$ cat src/rtl/com_block.sv
`default_nettype none
// ============================================================================
// Module : com_block
// Brief  : Bus-mapped IO peripheral: LEDs, switch/key input, 8N1 UART, IRQ.
// Rev    : 1.0
// ============================================================================
module com_block #(
    parameter int BAUD_DIV = 104
) (
    input  logic       clk,
    input  logic       rst,
    input  logic [7:0] addr,
    input  logic [7:0] in_data,
    output logic [7:0] out_data,
    output logic       interrupt,
    output logic [7:0] leds,
    input  logic [3:0] switches,
    input  logic       uart0_rx,
    output logic       uart0_tx,
    input  logic       key1
);
    localparam int c_cnt_w = $clog2(BAUD_DIV);
    localparam logic [c_cnt_w-1:0] c_last    = c_cnt_w'(BAUD_DIV - 1);
    localparam logic [c_cnt_w-1:0] c_half_m1 = c_cnt_w'(BAUD_DIV / 2 - 1);

    typedef enum logic [1:0] {
        ST_IDLE  = 2'd0,
        ST_START = 2'd1,
        ST_DATA  = 2'd2,
        ST_STOP  = 2'd3
    } uart_state_t;

    logic       r_rx_s1, r_rx_s2, r_rx_prev;
    logic       r_key_s1, r_key_s2, r_key_prev;
    logic [3:0] r_sw_s1, r_sw_s2;
    logic [7:0] r_leds, r_rxdata;
    logic [2:0] r_ie;
    logic       r_rx_valid, r_tx_done, r_key_evt, r_rx_overrun, r_rx_frame_err;
    logic       r_irq;

    // Bus decode
    logic [6:0] w_idx;
    logic       w_wr_led, w_wr_tx, w_wr_ie, w_wr_flags, w_rd_rxdata, w_rd_status;
    assign w_idx       = addr[6:0];
    assign w_wr_led    = addr[7] && (w_idx == 7'h01);
    assign w_wr_tx     = addr[7] && (w_idx == 7'h04);
    assign w_wr_ie     = addr[7] && (w_idx == 7'h06);
    assign w_wr_flags  = addr[7] && (w_idx == 7'h07);
    assign w_rd_rxdata = (addr == 8'h05);
    assign w_rd_status = (addr == 8'h03);

    always_ff @(posedge clk) begin
        if (rst) begin
            r_rx_s1 <= 1'b1; r_rx_s2 <= 1'b1; r_rx_prev <= 1'b1;
            r_key_s1 <= 1'b0; r_key_s2 <= 1'b0; r_key_prev <= 1'b0;
            r_sw_s1 <= 4'h0; r_sw_s2 <= 4'h0;
        end else begin
            r_rx_s1 <= uart0_rx; r_rx_s2 <= r_rx_s1; r_rx_prev <= r_rx_s2;
            r_key_s1 <= key1; r_key_s2 <= r_key_s1; r_key_prev <= r_key_s2;
            r_sw_s1 <= switches; r_sw_s2 <= r_sw_s1;
        end
    end

    // ---------------- Transmitter ----------------
    uart_state_t        r_tx_state, w_tx_next;
    logic [c_cnt_w-1:0] r_tx_cnt;
    logic [2:0]         r_tx_bit;
    logic [7:0]         r_tx_sh;
    logic               r_tx_line, w_tx_line_next, w_tx_done_set, w_tx_bit_end, w_tx_busy;

    assign w_tx_bit_end = (r_tx_cnt == c_last);
    assign w_tx_busy    = (r_tx_state != ST_IDLE);

    always_ff @(posedge clk) begin
        if (rst) begin
            r_tx_state <= ST_IDLE;
            r_tx_line  <= 1'b1;
        end else begin
            r_tx_state <= w_tx_next;
            r_tx_line  <= w_tx_line_next;
        end
    end

    always_comb begin
        w_tx_next      = r_tx_state;
        w_tx_done_set  = 1'b0;
        w_tx_line_next = 1'b1;
        case (r_tx_state)
            ST_IDLE:  if (w_wr_tx) w_tx_next = ST_START;
            ST_START: if (w_tx_bit_end) w_tx_next = ST_DATA;
            ST_DATA:  if (w_tx_bit_end && (r_tx_bit == 3'd7)) w_tx_next = ST_STOP;
            ST_STOP: begin
                if (w_tx_bit_end) begin
                    w_tx_next     = ST_IDLE;
                    w_tx_done_set = 1'b1;
                end
            end
            default:  w_tx_next = ST_IDLE;
        endcase
        // Line is registered from the next state so it never glitches.
        case (w_tx_next)
            ST_START: w_tx_line_next = 1'b0;
            ST_DATA:  w_tx_line_next = ((r_tx_state == ST_DATA) && w_tx_bit_end) ? r_tx_sh[1] : r_tx_sh[0];
            default:  w_tx_line_next = 1'b1;
        endcase
    end

    always_ff @(posedge clk) begin
        if (rst) begin
            r_tx_cnt <= '0;
            r_tx_bit <= 3'd0;
            r_tx_sh  <= 8'h00;
        end else if (r_tx_state == ST_IDLE) begin
            r_tx_cnt <= '0;
            r_tx_bit <= 3'd0;
            if (w_wr_tx) r_tx_sh <= in_data;
        end else begin
            r_tx_cnt <= w_tx_bit_end ? '0 : r_tx_cnt + 1'b1;
            if (w_tx_bit_end && (r_tx_state == ST_DATA)) begin
                r_tx_sh  <= {1'b0, r_tx_sh[7:1]};
                r_tx_bit <= r_tx_bit + 3'd1;
            end
        end
    end

    // ---------------- Receiver ----------------
    uart_state_t        r_rx_state, w_rx_next;
    logic [c_cnt_w-1:0] r_rx_cnt;
    logic [2:0]         r_rx_bit;
    logic [7:0]         r_rx_sh;
    logic               w_rx_load, w_rx_ferr, w_rx_bit_end;

    assign w_rx_bit_end = (r_rx_cnt == c_last);

    always_ff @(posedge clk) begin
        if (rst) r_rx_state <= ST_IDLE;
        else     r_rx_state <= w_rx_next;
    end

    always_comb begin
        w_rx_next = r_rx_state;
        w_rx_load = 1'b0;
        w_rx_ferr = 1'b0;
        case (r_rx_state)
            ST_IDLE:  if (r_rx_prev && !r_rx_s2) w_rx_next = ST_START;
            ST_START: if (r_rx_cnt == c_half_m1) w_rx_next = r_rx_s2 ? ST_IDLE : ST_DATA;
            ST_DATA:  if (w_rx_bit_end && (r_rx_bit == 3'd7)) w_rx_next = ST_STOP;
            ST_STOP: begin
                if (w_rx_bit_end) begin
                    w_rx_next = ST_IDLE;
                    w_rx_load = r_rx_s2;
                    w_rx_ferr = !r_rx_s2;
                end
            end
            default:  w_rx_next = ST_IDLE;
        endcase
    end

    // The counter restarts on every state change, so after the half-bit
    // alignment in START each later sample lands mid-bit.
    always_ff @(posedge clk) begin
        if (rst) begin
            r_rx_cnt <= '0;
            r_rx_bit <= 3'd0;
            r_rx_sh  <= 8'h00;
        end else begin
            if ((r_rx_state == ST_IDLE) || (w_rx_next != r_rx_state) || w_rx_bit_end)
                r_rx_cnt <= '0;
            else
                r_rx_cnt <= r_rx_cnt + 1'b1;
            if (r_rx_state == ST_IDLE) begin
                r_rx_bit <= 3'd0;
            end else if ((r_rx_state == ST_DATA) && w_rx_bit_end) begin
                r_rx_sh  <= {r_rx_s2, r_rx_sh[7:1]};
                r_rx_bit <= r_rx_bit + 3'd1;
            end
        end
    end

    // ---------------- Registers and flags (set wins over clear) ----------------
    always_ff @(posedge clk) begin
        if (rst) begin
            r_leds <= 8'h00; r_ie <= 3'b000; r_rxdata <= 8'h00;
            r_rx_valid <= 1'b0; r_tx_done <= 1'b0; r_key_evt <= 1'b0;
            r_rx_overrun <= 1'b0; r_rx_frame_err <= 1'b0; r_irq <= 1'b0;
        end else begin
            if (w_wr_led) r_leds <= in_data;
            if (w_wr_ie)  r_ie   <= in_data[2:0];
            if (w_rx_load) r_rxdata <= r_rx_sh;

            if (w_rx_load) r_rx_valid <= 1'b1;
            else if (w_rd_rxdata || (w_wr_flags && in_data[0])) r_rx_valid <= 1'b0;

            if (w_rx_load && r_rx_valid) r_rx_overrun <= 1'b1;
            else if (w_rd_rxdata) r_rx_overrun <= 1'b0;

            if (w_rx_ferr) r_rx_frame_err <= 1'b1;
            else if (w_rd_status) r_rx_frame_err <= 1'b0;

            if (w_tx_done_set) r_tx_done <= 1'b1;
            else if (w_wr_flags && in_data[1]) r_tx_done <= 1'b0;

            if (r_key_s2 && !r_key_prev) r_key_evt <= 1'b1;
            else if (w_wr_flags && in_data[2]) r_key_evt <= 1'b0;

            r_irq <= |(r_ie & {r_key_evt, r_tx_done, r_rx_valid});
        end
    end

    always_comb begin
        out_data = 8'h00;
        case (w_idx)
            7'h01:   out_data = r_leds;
            7'h02:   out_data = {3'b000, r_key_s2, r_sw_s2};
            7'h03:   out_data = {3'b000, r_key_evt, r_rx_frame_err, r_rx_overrun, r_rx_valid, w_tx_busy};
            7'h05:   out_data = r_rxdata;
            7'h06:   out_data = {5'b00000, r_ie};
            7'h07:   out_data = {5'b00000, r_key_evt, r_tx_done, r_rx_valid};
            default: out_data = 8'h00;
        endcase
    end

    assign leds      = r_leds;
    assign uart0_tx  = r_tx_line;
    assign interrupt = r_irq;
endmodule
`default_nettype wire

$ cat config.mk
export PLATFORM = sky130hd
export DESIGN_NAME = com_block
export DESIGN_NICKNAME = d
export VERILOG_FILES = /design/src/rtl/com_block.sv
export SDC_FILE = /design/constraint.sdc
export NUM_CORES = 1
export LEC_CHECK = 0
export ABC_AREA = 1
export CELL_PAD_IN_SITES_DETAIL_PLACEMENT = 2
export CELL_PAD_IN_SITES_GLOBAL_PLACEMENT = 2
export CORE_MARGIN = 2
export CORE_UTILIZATION = 36
export CTS_BUF_LIST = sky130_fd_sc_hd__clkbuf_4
export DETAILED_ROUTE_END_ITERATION = 8
export PLACE_DENSITY = 0.86
export SYNTH_ARGS = -nofsm -noshare
export SYNTH_HDL_FRONTEND = slang
export SYNTH_SLANG_ARGS = --single-unit
$ cat constraint.sdc
create_clock -name clk -period 3.35 [get_ports clk]
set_clock_uncertainty 0.2 [all_clocks]
set_input_delay 0.67 -clock clk [delete_from_list [all_inputs] [get_ports clk]]
set_output_delay 0.67 -clock clk [all_outputs]
set_load 0.005 [all_outputs]
After elaboration in Yosys (flattened, before gate mapping)
Index checks and enable logic that the tools add are counted.
- bits in registers: 80
- input port bits: 24
- add/sub/neg operators: 4
- eq/ne operators: 24
- muxes and demuxes: 33
- bitwise gates (word level): 2
- reduce and logical (&&, ||, !) cells: 35
- operators with widths (cell ; number):
    8-bit one-hot mux with 6 select lines ; 1
    7-bit by 3-bit equality test with 1-bit output (second input constant) ; 4
    8-bit 2-to-1 mux ; 3
    2-bit 2-to-1 mux ; 9
    1-bit 2-to-1 mux ; 17
    2-bit one-hot mux with 4 select lines ; 2
    7-bit by 1-bit adder with 7-bit output (second input constant) ; 2
    7-bit by 2-bit equality test with 1-bit output (second input constant) ; 2
    7-bit equality test (second input constant) ; 2
    1-bit logical AND ; 14
    2-bit nonzero test ; 7
    2-bit equality test (second input constant) ; 5
    8-bit by 2-bit equality test with 1-bit output (second input constant) ; 1
    8-bit by 3-bit equality test with 1-bit output (second input constant) ; 1
    7-bit by 1-bit equality test with 1-bit output (second input constant) ; 1
    7-bit by 6-bit equality test with 1-bit output (second input constant) ; 1
    3-bit by 1-bit adder with 3-bit output (second input constant) ; 2
    2-bit by 1-bit equality test with 1-bit output (second input constant) ; 3
    3-bit equality test (second input constant) ; 2
    2-bit OR reduction ; 3
    3-bit OR reduction ; 2
    2-bit zero test ; 2
    2-bit AND reduction ; 2
    3-bit AND ; 1
    other kinds (6) ; 9

Logic depth before layout (Yosys ltp)
- depth after elaboration: 8
- depth in mapped cells: 10

Worst setup path after synthesis
No wires, ideal clock.
- path kind: input to output
- from: in addr[5]
- to: out out_data[2]
- data arrival time: 1442 ps
- data required time: 2480 ps
- slack: 1038 ps
- stages on the path: 7
- path buffers: 0
- cells stage by stage: nor2_1 nand2_1 nor2_1 nand2_1 o21ai_0 a21oi_1 nand2_1
- longest elaborated chain between the ends: 2
- RTL lines (what ; RTL line ; text):
    start: declaration ; 12 ; input logic [7:0] addr,
    7-bit by 3-bit equality test with 1-bit output (tied with other cells) ; 212 ; case (w_idx)
    8-bit one-hot mux with 6 select lines * ; 212 ;
    end: declaration ; 14 ; output logic [7:0] out_data,
Every way passes the cells marked *; elsewhere a longest branch is shown, timed or not.

Final worst setup path
- from: in addr[0]
- to: out out_data[1]
Same word-level chain as after synthesis.

==> flow_summary.toml <==
[logic_synthesis]
synthMuxAreaShare_pct = 0
synth-seq-cells = 80
synthXorXnorAreaFrac_pct = 1.78
synthTopCellsByCount = "dfxtp_1, nand2_1, inv_1"
synth_warnings = 0
yosysMostFrequentCell = "dfxtp_1"
yosys-top-cells-area = "dfxtp_1, nand2_1, inv_1, nor2_1, a21oi_1"
synth_flop_cell = "dfxtp_1"
yosys.area_share.adder_pct = 2.18
synth_edf_count = 0
synthArstFlopShare_pct = 0
synth-compound-area-share_pct = 15.3
ys_seq_area_share_pct = 46.6
ys_types = 37
netlist_area_um2 = 3440
synth_top_area_cell = "dfxtp_1"
syn-num-nets = 487
synth_cells = 457
synth_top_family_by_area = "simple AND/OR/NAND/NOR gates"
yosys.area.top_type_share_pct = 46.6
synth.avg_cell_area_um2 = 7.52
yosys.area_share.simple_pct = 24.4

[routing]
drtPass1Iterations = 4
drtIter0Drc = 66
avgRoutedWirePerCell_um = 17.5
vias = 3244
viasPerCell = 5.10
drtAntennaViolNets = 0
drc = 0
drt_wl_total_mm = 11.1

[global_route]
grt_pass1_vias = 3472
antenna_found_initial = 0
grt_start_max_net_pins = 37
busiest_layer = "met2"
met1_usage_pct = 27.3
grt_use_met3_pct = 3.38
groute.usage.overall_pct = 22.1
grt_pass1_wl_mm = 17.5
met2_usage_pct = 39.0
overflow = 0

[clocking]
cts_tree = "done"
clock_latency_ps = 430
htreeDepth = 3
cts_inserted_buffers = 9
clock_path_buffers = 2
cts_root_buf = "clkbuf_4"
path_clk_slew_ps = 130
post_cts_buffers = 0
cts_num_sinks = 80

[timing]
setup_viol = 1
hold_viol = 0
relSlewSlack_pct = 48.7
setup_ws_ps = -6.16
tns_ps = -6.16
grt_setup_unrepaired = "true"
tightest_slew_ps = 768
slew_viol_final = 0
timing.final.crit_share_pct = 100
fmax_mhz = 298
finalCriticalPeriod_ps = 3360

[worst_setup_path]
crit_type = "in -> out"
cp-end-kind = "output pin"
cp.arrival_ps = 2490
r2r-end = "r_rx_bit[0]"
rr_worst_depth = 8
r2r_slack_ps = 1200
r2r-start = "r_rx_cnt[0]"
cp-start-kind = "input port"
cp_max_fo = 4
required_ps = 2480

[min_path]
min_path_cells = 2
hold_end = "r_key_s2"
hp-start = "r_key_s1"
hold_path_class = "reg -> reg"

[die]
start_util_pct = 37.2
coreArea_um2 = 9240
die_h_um = 102
core.rowCount = 35
io_pins = 42
die_w_um = 102
fp.dieArea_um2 = 10300

[final_layout]
seqCellArea_um2 = 1600
nFillCells = 1092
layout-drive-gt1-share_pct = 11.0
fin_cells = 636
n_antenna_cell = 0
fin_nets = 532
multiInputGateArea_um2 = 1550
area_growth_pct = 21.6

[place]
dp.cells = 620
hpwl_mm = 8.07
gp_congestion = 0.859
portBuffers = 41

[power_and_ir_drop]
internal-power_mw = 1.24
leakage_nw = 1.66
clock_power_share_pct = 36.1
switching_share_pct = 25.8
vdd_drop_max_mv = 0.170
powerDensity_nw_per_um2 = 399
power.switching_mw = 0.430
power_frac_comb_pct = 5.8
seqPwrFrac_pct = 58.0

[outcome]
violations = "negative setup slack"
status = "finished with violations"

[run]
cap_violations = 0
## timing repair
action / in CTS / in global routing
hold buffers: 0 / 0
cloned: 0 / 0
gates resized for setup: 2 / 23
pin swaps: 0 / 4
setup endpoints to repair: 2 / 5
## flip-flops by register name (all words and copies together), names as in the netlist, 2 cells and up
signal      cells
leds            8
r_rx_sh         8
r_rxdata        8
r_tx_sh         8
r_rx_cnt        7
r_tx_cnt        7
r_sw_s1         4
r_sw_s2         4
r_ie            3
r_rx_bit        3
r_tx_bit        3
r_rx_state      2
r_tx_state      2
## worst max-delay path by stage
stage / cells after the start / slack [ps] / start / end
after floorplan: 7 / 1040 / addr[5] / out_data[2]
after global placement: 9 / 20 / addr[5] / out_data[4]
after detailed placement: 9 / -110 / addr[5] / out_data[4]
after CTS: 8 / 3 / addr[1] / out_data[3]
after global routing: 8 / -70 / addr[0] / out_data[1]
final: 8 / -6 / addr[0] / out_data[1]
## per-stage QoR
stage,hold slack (ps),util (%),instance area (um^2),setup slack (ps),power (mW)
3_3_place_gp,195,43.0,3970,15.2,1.07
4_1_cts,221,44.6,4120,2.58,1.68
3_5_place_dp,202,43.0,3970,-112,1.08
6_report,218,45.2,4180,-6.16,1.67
2_1_floorplan,188,-,3440,1040,1.03
5_1_grt,235,45.2,4180,-74.7,1.74
## per-layer routing
layer  part of all wire [%]  vias up
met3                    2.6       14
met2                     52       54
met5                      0        -
li1                       -     1577
met1                     44     1599
met4                    1.8        0
## final cells by class
| type | count | area share, % |
|---|---|---|
| clock inverters | 7 | 1.92 |
| well taps | 129 | 3.86 |
| clock buffers | 9 | 1.62 |
| repair buffers | 48 | 11.2 |
| inverters | 66 | 5.93 |
| flip-flops and latches | 80 | 38.3 |
| multi-input cells | 297 | 37.1 |
## critical path, cell delays in order
cell,delay [ps]
clkdlybuf4s50_1,550
nand2_2,110
nor2_2,160
nand2_1,150
o22ai_2,190
a21oi_1,70
nand2_1,90
clkdlybuf4s50_1,500
## cells by family after synthesis
group	after synthesis
AND/OR/NAND/NOR	189
buffers and inverters	80
adder cells (fa/ha/maj)	6
flip-flops	80
XOR/XNOR	7
AO/OA/AOI/OAI	95
## layout by cell type (no fill, tap or decap), types with 7 or more instances in the layout
cell type        netlist  final
buf_4                  2      7
o21ai_0               30     28
nand2_2                3      8
nand3_1               31     31
clkbuf_4               0      9
clkdlybuf4s50_1        0     37
nor2_1                62     56
inv_1                 64     61
nand2_1               73     68
a21oi_1               42     42
dfxtp_1               80     80
## power by group through the flow
stage	registers (mW)	logic, mW	clock network (mW)
2_1_floorplan	0.986	0.0407	0
3_3_place_gp	0.988	0.0864	0
3_5_place_dp	0.988	0.0905	0
4_1_cts	0.968	0.0928	0.620
5_1_grt	0.969	0.106	0.669
6_report	0.967	0.0973	0.602
(Power assumes the default switching activity.)
